**src/rtl/masked_pkg.sv**
```systemverilog
// Shared definitions for the masked AND scheduler.
// Contents: default parameter values, the randomness-size function, the
// controller state encoding and the LFSR taps and default seed.
package masked_pkg;

  localparam int MASK_D      = 3;
  localparam int MASK_N_REQ  = 4;
  localparam int MASK_LAT    = 3;
  localparam int MASK_LFSR_W = 16;

  // x^16 + x^14 + x^13 + x^11 + 1 as a right-shifting Fibonacci register:
  // the new MSB is the XOR of state bits 0, 2, 3 and 5.
  localparam logic [15:0] LFSR_TAPS         = 16'h002D;
  localparam logic [15:0] LFSR_DEFAULT_SEED = 16'hACE1;

  // Fresh random bits consumed by one D-share masked AND.
  function automatic int rand_size(input int d);
    return d * (d - 1) / 2;
  endfunction

  typedef enum logic [2:0] {
    FLUSH,
    IDLE,
    SETUP,
    RUN,
    CAPTURE
  } state_t;

endpackage

```
**src/rtl/masked_rand_lfsr.sv**
```systemverilog
// Free-running Fibonacci LFSR that supplies gadget randomness.
// Ports:
//   clk, rst_n  - clock, synchronous active-low reset (state <- default seed)
//   seed_load   - load seed this cycle instead of advancing
//   seed        - new seed; all-zero is replaced by the default seed
//   state       - low OUT_W bits of the register
module masked_rand_lfsr
  import masked_pkg::*;
#(
  parameter int LFSR_W = MASK_LFSR_W,
  parameter int OUT_W  = 3
) (
  input  logic              clk,
  input  logic              rst_n,
  input  logic              seed_load,
  input  logic [LFSR_W-1:0] seed,
  output logic [OUT_W-1:0]  state
);

  localparam logic [LFSR_W-1:0] TAPS     = LFSR_TAPS[LFSR_W-1:0];
  localparam logic [LFSR_W-1:0] DEF_SEED = LFSR_DEFAULT_SEED[LFSR_W-1:0];

  logic [LFSR_W-1:0] lfsr_q;
  logic              fb;

  assign fb    = ^(lfsr_q & TAPS);
  assign state = lfsr_q[OUT_W-1:0];

  always_ff @(posedge clk) begin
    if (!rst_n) begin
      lfsr_q <= DEF_SEED;
    end else if (seed_load) begin
      // The all-zero state would lock the register up.
      lfsr_q <= (seed == '0) ? DEF_SEED : seed;
    end else begin
      lfsr_q <= {fb, lfsr_q[LFSR_W-1:1]};
    end
  end

endmodule

```
**src/rtl/masked_and_scheduler.sv**
```systemverilog
// Time-shares one D-share masked AND gadget among N_REQ requesters.
// Round-robin arbitration, operand muxing, fresh randomness per operation,
// gadget enable sequencing, result capture and acknowledge, plus a flush of
// the gadget's unresettable done-counter after every reset.
// Ports:
//   clk, rst_n         - clock, synchronous active-low reset
//   seed_load, seed    - LFSR seed load
//   req, a_sh, b_sh    - per-requester request and operand shares (D bits each)
//   ack, res           - one-cycle acknowledge and result shares
//   busy, err          - not-idle flag, sticky done-timing error
//   and_enable, and_ina, and_inb, and_rin - gadget drive
//   and_done, and_out  - gadget done level and result shares
module masked_and_scheduler
  import masked_pkg::*;
#(
  parameter int  D         = MASK_D,
  parameter int  N_REQ     = MASK_N_REQ,
  parameter int  LAT       = MASK_LAT,
  parameter int  LFSR_W    = MASK_LFSR_W,
  localparam int RAND_SIZE = rand_size(D)
) (
  input  logic                 clk,
  input  logic                 rst_n,
  input  logic                 seed_load,
  input  logic [LFSR_W-1:0]    seed,
  input  logic [N_REQ-1:0]     req,
  input  logic [N_REQ*D-1:0]   a_sh,
  input  logic [N_REQ*D-1:0]   b_sh,
  output logic [N_REQ-1:0]     ack,
  output logic [D-1:0]         res,
  output logic                 busy,
  output logic                 err,
  output logic                 and_enable,
  output logic [D-1:0]         and_ina,
  output logic [D-1:0]         and_inb,
  output logic [RAND_SIZE-1:0] and_rin,
  input  logic                 and_done,
  input  logic [D-1:0]         and_out
);

  localparam int IDX_W = $clog2(N_REQ);
  localparam int CNT_W = $clog2(LAT + 2);

  state_t                 state;
  logic [IDX_W-1:0]       rr;
  logic [IDX_W-1:0]       grant;
  logic [IDX_W-1:0]       pick;
  logic                   pick_vld;
  logic [CNT_W-1:0]       cnt;
  logic                   en_q;
  logic                   flush_stop;
  logic [RAND_SIZE-1:0]   rand_bits;
  logic [D-1:0]           a_vec [N_REQ];
  logic [D-1:0]           b_vec [N_REQ];

  masked_rand_lfsr #(
    .LFSR_W(LFSR_W),
    .OUT_W (RAND_SIZE)
  ) u_lfsr (
    .clk      (clk),
    .rst_n    (rst_n),
    .seed_load(seed_load),
    .seed     (seed),
    .state    (rand_bits)
  );

  always_comb begin
    for (int i = 0; i < N_REQ; i++) begin
      a_vec[i] = a_sh[i*D +: D];
      b_vec[i] = b_sh[i*D +: D];
    end
  end

  // Lowest requesting index at or after the round-robin pointer.
  always_comb begin
    logic [IDX_W-1:0] cand;
    pick     = '0;
    pick_vld = 1'b0;
    cand     = '0;
    for (int k = 0; k < N_REQ; k++) begin
      cand = IDX_W'((int'(rr) + k) % N_REQ);
      if (!pick_vld && req[cand]) begin
        pick_vld = 1'b1;
        pick     = cand;
      end
    end
  end

  // FLUSH ends in the cycle done is seen (after at least one enabled edge) or
  // once LAT+1 edges have gone by. The enable is dropped in that same cycle,
  // otherwise the closing edge would advance the gadget counter past zero.
  assign flush_stop = (state == FLUSH) && (cnt != '0) &&
                      (and_done || (cnt == CNT_W'(LAT + 1)));
  assign and_enable = en_q & ~flush_stop;
  assign busy       = (state != IDLE);

  always_ff @(posedge clk) begin
    if (!rst_n) begin
      state   <= FLUSH;
      en_q    <= 1'b0;
      and_ina <= '0;
      and_inb <= '0;
      and_rin <= '0;
      res     <= '0;
      ack     <= '0;
      err     <= 1'b0;
      rr      <= '0;
      grant   <= '0;
      cnt     <= '0;
    end else begin
      ack <= '0;
      unique case (state)
        FLUSH: begin
          if (flush_stop) begin
            en_q  <= 1'b0;
            cnt   <= '0;
            state <= IDLE;
            if (!and_done) err <= 1'b1;
          end else begin
            en_q    <= 1'b1;
            and_ina <= '0;
            and_inb <= '0;
            and_rin <= rand_bits;
            if (and_enable) cnt <= cnt + 1'b1;
          end
        end
        IDLE: begin
          if (pick_vld) begin
            grant <= pick;
            state <= SETUP;
          end
        end
        SETUP: begin
          and_ina <= a_vec[grant];
          and_inb <= b_vec[grant];
          and_rin <= rand_bits;
          en_q    <= 1'b1;
          cnt     <= '0;
          state   <= RUN;
        end
        RUN: begin
          if (cnt == CNT_W'(LAT - 1)) begin
            en_q  <= 1'b0;
            state <= CAPTURE;
          end else begin
            cnt <= cnt + 1'b1;
          end
        end
        CAPTURE: begin
          // The result is taken even on a missing done so the requester is
          // never left hanging; the timing fault is recorded in err.
          res        <= and_out;
          if (!and_done) err <= 1'b1;
          ack[grant] <= 1'b1;
          rr         <= (grant == IDX_W'(N_REQ - 1)) ? '0 : grant + 1'b1;
          state      <= IDLE;
        end
        default: state <= FLUSH;
      endcase
    end
  end

endmodule

```
**config.mk**
```make
export PLATFORM = sky130hd
export DESIGN_NAME = masked_and_scheduler
export DESIGN_NICKNAME = d
export VERILOG_FILES = /design/src/rtl/masked_pkg.sv /design/src/rtl/masked_rand_lfsr.sv /design/src/rtl/masked_and_scheduler.sv
export SDC_FILE = /design/constraint.sdc
export NUM_CORES = 1
export LEC_CHECK = 0
export ABC_AREA = 1
export CAP_MARGIN = 40
export CORE_MARGIN = 4
export CORE_UTILIZATION = 45
export CTS_CLUSTER_SIZE = 14
export DETAILED_ROUTE_END_ITERATION = 6
export PLACE_DENSITY = 0.76
export SYNTH_ARGS = -nofsm -noshare
export SYNTH_HDL_FRONTEND = slang
export SYNTH_SLANG_ARGS = --single-unit
```
**constraint.sdc**
```tcl
create_clock -name clk -period 3.2 [get_ports clk]
set_input_delay 0.48 -clock clk [delete_from_list [all_inputs] [get_ports clk]]
set_output_delay 0.48 -clock clk [all_outputs]
set_load 0.02 [all_outputs]
```
* Word-level counts from Yosys, hierarchy flattened
Index checks and enable logic that the tools add are counted.
Widths: inputs -> output; s select.
** Storage, ports and cells
- Register bits after elaboration :: 44
- Bits of input ports :: 51
- Output and inout bits :: 19
- Word-level logic and storage cells :: 111
** Cells by class
- Add/subtract/negate cells :: 5
- Magnitude comparators :: 7
- Eq/ne operators :: 14
- Mux-type cells :: 46
- Bitwise logic cells :: 3
- Reductions and logical operators :: 24
** Operator list (number)
- $mux 3 :: 12
- $mux 16 :: 2
- $pmux 3 s2 :: 3
- $logic_not 16->1 :: 1
- $reduce_xor 16->1 :: 1
- $lt 2x3->1 const B :: 5
- $pmux 3 s5 :: 1
- $mux 1 :: 13
- $bmux 3 s2 :: 2
- $mux 2 :: 5
- $ne 2x2->1 const B :: 5
- $reduce_and 2->1 :: 5
- $eq 3x2->1 const B :: 3
- $pmux 3 s3 :: 1
- $bmux 1 s2 :: 4
- $eq 3x3->1 const B :: 2
- $logic_and 1x1->1 :: 6
- $reduce_and 3->1 :: 2
- $reduce_bool 3->1 :: 2
- $add 2x1->2 const B :: 2
- $add 2x2->2 const B :: 2
- $reduce_bool 2->1 :: 2
- $add 3x1->3 const B :: 1
- $eq 3x1->1 const B :: 1
- 14 further kinds :: 16

* Longest topological paths before layout
- Depth after elaboration :: 14
- Gate-level depth with buffers :: 11
- Gate-level depth less buffers :: 11

* Cells and area by module
A second synthesis with hierarchy kept.
** Unflattened totals
- Cell total of the unflattened synthesis :: 373
- Area total of the unflattened synthesis :: 2561.2 sq um
** By module, submodules not included
- masked_and_scheduler :: times used 1, cells an instance 254, area each 1795.5 sq um, seq. area each 560.5 sq um
- masked_rand_lfsr :: times used 1, cells an instance 119, area each 765.7 sq um, seq. area each 320.3 sq um

* Worst setup path before layout
No wires, ideal clock.
- Kind :: reg-to-output
- From :: reg cnt[0]
- To :: out and_enable
- Data arrival time :: 1233 ps
- Required time :: 2720 ps
- Setup slack :: 1487 ps
- Stages on the path, launching flop included :: 6
- Path buffers :: 0
- Cells stage by stage :: dfxtp_1 > inv_1 > ha_1 > nand2_1 > o21ai_1 > a21boi_0
** On the way
- Cells in the longest elaborated chain, start to end :: 5
- Elaborated cells between the ends (all ways) :: 7
- Those cells by class :: eq/ne: 1; bitwise: 2; reduce/logical: 4
** RTL lines
- from (decl) :: RTL line masked_and_scheduler.sv:49 : logic [CNT_W-1:0] cnt;
- from (signal assigned) :: RTL line masked_and_scheduler.sv:124 : if (and_enable) cnt <= cnt + 1'b1;
- from (signal assigned) :: RTL line masked_and_scheduler.sv:146 : cnt <= cnt + 1'b1;
- $eq 3x3->1 or $reduce_bool 3->1 (tied branches) :: RTL line masked_and_scheduler.sv:93, masked_and_scheduler.sv:92
- $logic_or 1x1->1 or $logic_and 1x1->1 (tied branches) :: RTL line masked_and_scheduler.sv:93, masked_and_scheduler.sv:92
- $logic_and 1x1->1 * :: RTL line masked_and_scheduler.sv:92 : assign flush_stop = (state == FLUSH) && (cnt != '0) &&
- $not 1->1 * :: RTL line masked_and_scheduler.sv:94 : assign and_enable = en_q & ~flush_stop;
- $and 1x1->1 * :: RTL line masked_and_scheduler.sv:94
- to (decl) :: RTL line masked_and_scheduler.sv:33 : output logic and_enable,
Every way passes the cells marked *; elsewhere a longest branch is shown, timed or not.

* Worst setup path after layout
Ends and elaborated chain as after synthesis.

==> impl_results.md <==
* Status: completed
* Worst-path clk slew at 0.08 ns
* Sw Ratio at 37.7%
* Fmax at 422 MHz
* Die Y at 78.2 um
* Slew of the pin with the lowest slew margin at 0.614 ns
* Met2 WL post-DR at 2.40 mm
* FF-to-FF End: grant[0]
* Hold Crit Class: flip-flop to flip-flop
* Met3 wire len at 405 um
* Number of setup buffers added after CTS at 0
* Cell Area, Synth at 0.00222 mm^2
* Top cells by area, synth: dfxtp_1 40%, nand2_1 11%, nor2_1 10%
* Critical Path Sink Type: output pin
* Sink Count at 44
* Port Buffer Count at 69
* Most frequent cells in the layout: 69 x clkdlybuf4s50_1, 64 x nand2_1, 62 x nor2_1
* Num rows at 25
* Top cell type's share of synthesized area at 39.7%
* Ys Warns at 0
* Distinct cells, synth at 29
* Tot GR Track Use at 18.1%
* Setup crit start: cnt[0]
* Clk network pwr share at 23.1%
* Vias per Instance at 4.91
* Yosys reg bits at 44
* Pwr Total at 1.94 mW
* Core Area at 0.00475 mm^2
* Worst path depth at 6
* Nets at 448
* RSZ-0062 raised after global routing: false
* Synth Instances at 323
* Max_slew headroom at 59.0%
* P_sw at 731 uW
* Gate power share at 40.1%
* WL/cell at 11.7 um
* Critical path's slowest cell: clkdlybuf4s50_1
* Top Family by Delay on Critical Path: buffers and inverters
* Clock Skews at 0.00455 ns
* Critical path arrival at 1.89 ns
* Post-route DRC at 0
* Ant diodes at 0
* CP Max Fanout at 3
* Top Ports at 70
* WP buf/inv at 2
* Hpwl dp at 4.07 mm
* Placed Instances at 450
* Final period util at 74.1%
* Via count at 2249
* Layout cell share with drive strength beyond 1 at 8.44%
* Area Overhead vs Synth at 38.6%
* CTS buffer count at 5
* Synth area leader: dfxtp_1
* MaxCap Viol Count at 0
* R2r setup slk at 1.51 ns
* P_leak at 1.28 nW
* Initial Util at 46.7%
* Syn_area_per_cell at 6.87 um^2
* Met1 wire length at 2.47 mm
* Largest net degree at the start of global routing at 32
* 1st-pass router iterations at 4
* Seq pwr share at 36.8%
* # hold bufs at CTS at 0
* Peak supply drop at 0.000354 V
* Non-filler cells, final at 458
* Power density over the cells at 630 mW/mm^2
* CTS root buf: clkbuf_8
* P_int at 1.21 mW
* Final WL at 5.34 mm
* Vias in the first global route at 2031
* CTS resizes at 0
* Mapped Nets at 381
* Final Wtd Congestion at 0.825
* CP max stage delay at 0.62 ns
* Initial antenna violation count at 0
* CTS tree: done
* Worst skew pair latency at 0.30 ns
* Clk buf depth at 2
* Grt total ovfl at 0
* Die width at 78.2 um
* Worst-path cell chain: inv_1 > ha_1 > nand2_1 > o21ai_1 > a21boi_0 > clkdlybuf4s50_1
* Most common cell after layout, fill and taps aside: clkdlybuf4s50_1
* First-pass GRT wire length at 9.05 mm
* Critical path startpoint category: flip-flop
* Seq/Total Area, Yosys at 39.7%
* Setup-failing EPs final at 0
* CP endpoint: and_enable
* Setup tns final at 0 ns
* Filler cell count in the final layout at 443
* WS Path Type: flip-flop to output pin
* 1st-iter DRT viols at 105
* Top layer in use: met4
* Die footprint at 0.00612 mm^2
* Period minus WS final at 2.37 ns
* R2R cell count at 11
* Slew Limit Fails at 0
* Worst reg2reg startpoint: rr[0]
* ANT nets after route at 0
* Fin. Hold Viols at 0
* Worst path required time at 2.72 ns
* # H-tree levels at 2
## flip-flops by register name, summed over array words and instances (netlist names), 2 cells and up
register,count
cnt,3
and_ina,3
u_lfsr.lfsr_q,16
state,3
res,3
and_rin,3
ack,4
rr,2
and_inb,3
grant,2
## per-stage QoR
stage	utilization (%)	setup WS, ns	hold slack [ns]	instance area, um^2
4_1_cts	64.7	0.818	0.455	3080
3_5_place_dp	62.1	0.890	0.437	2950
2_1_floorplan	-	1.49	0.421	2220
6_report	64.7	0.830	0.452	3080
3_3_place_gp	62.1	0.917	0.428	2950
5_1_grt	64.7	0.697	0.468	3080
## logic make-up (layout without fill, tap and decap cells)
logic type	after synthesis	in the layout	share of synthesized area [%]
AO/OA/AOI/OAI	73	73	17.9
XOR/XNOR	3	3	1.18
adder cells (fa/ha/maj)	7	7	3.95
buffers and inverters	40	108	7.22
flip-flops	44	44	39.7
AND/OR/NAND/NOR	156	156	30.0
## final cells by class
cell class | count | area (um^2) | area share (%)
clock buffers | 6 | 82.6 | 2.69
flip-flops and latches | 44 | 881 | 28.6
clock inverters | 2 | 38.8 | 1.26
inverters | 30 | 113 | 3.66
repair buffers | 70 | 698 | 22.7
well taps | 67 | 83.8 | 2.73
multi-input cells | 239 | 1180 | 38.3
## cell usage after synthesis, drive strengths merged
master,n
a31oi,1
inv,30
dfxtp,44
nand3,12
xor2,2
o21ai,40
nor2,67
a21oi,16
buf,4
nand2,73
clkbuf,6
ha,7
nor4,3
o211ai,1
xnor2,1
a211oi,1
nor3,1
a21boi,1
o22ai,13
## how the worst min path moves through the flow
stage / startpoint / to / slack, ns / depth (start not counted)
2_1_floorplan: u_lfsr.lfsr_q[12] / u_lfsr.lfsr_q[11] / 0.42 / 2
3_3_place_gp: u_lfsr.lfsr_q[12] / u_lfsr.lfsr_q[11] / 0.43 / 2
3_5_place_dp: u_lfsr.lfsr_q[6] / u_lfsr.lfsr_q[5] / 0.44 / 2
4_1_cts: u_lfsr.lfsr_q[6] / u_lfsr.lfsr_q[5] / 0.46 / 2
5_1_grt: u_lfsr.lfsr_q[12] / u_lfsr.lfsr_q[11] / 0.47 / 2
6_report: u_lfsr.lfsr_q[6] / u_lfsr.lfsr_q[5] / 0.45 / 2
## power by group through the flow
stage | Combinational, mW | Sequential (mW) | Clock (mW)
6_report | 0.778 | 0.713 | 0.447
3_5_place_dp | 0.778 | 0.725 | 0
5_1_grt | 0.883 | 0.727 | 0.479
4_1_cts | 0.782 | 0.713 | 0.458
3_3_place_gp | 0.766 | 0.723 | 0
2_1_floorplan | 0.498 | 0.734 | 0
## layer usage
layer | track usage, % | vias to the layer above
met5 | 0 | -
met4 | 5.59 | 0
met3 | 4.93 | 7
met2 | 30.1 | 90
met1 | 22.7 | 971
li1 | - | 1181
## worst reg2reg max path, cell delays in order (launching register included)
cell and delay (ns):
dfxtp_1 0.57, inv_2 0.15, nand2_1 0.08, nand2_1 0.08, nand2_1 0.10, nand2_2 0.08, nor2_4 0.16, nand3_4 0.11
nand2_1 0.10, nand2_1 0.05, nand2_1 0.09, nor2_2 0.04
(Power assumes the default switching activity.)
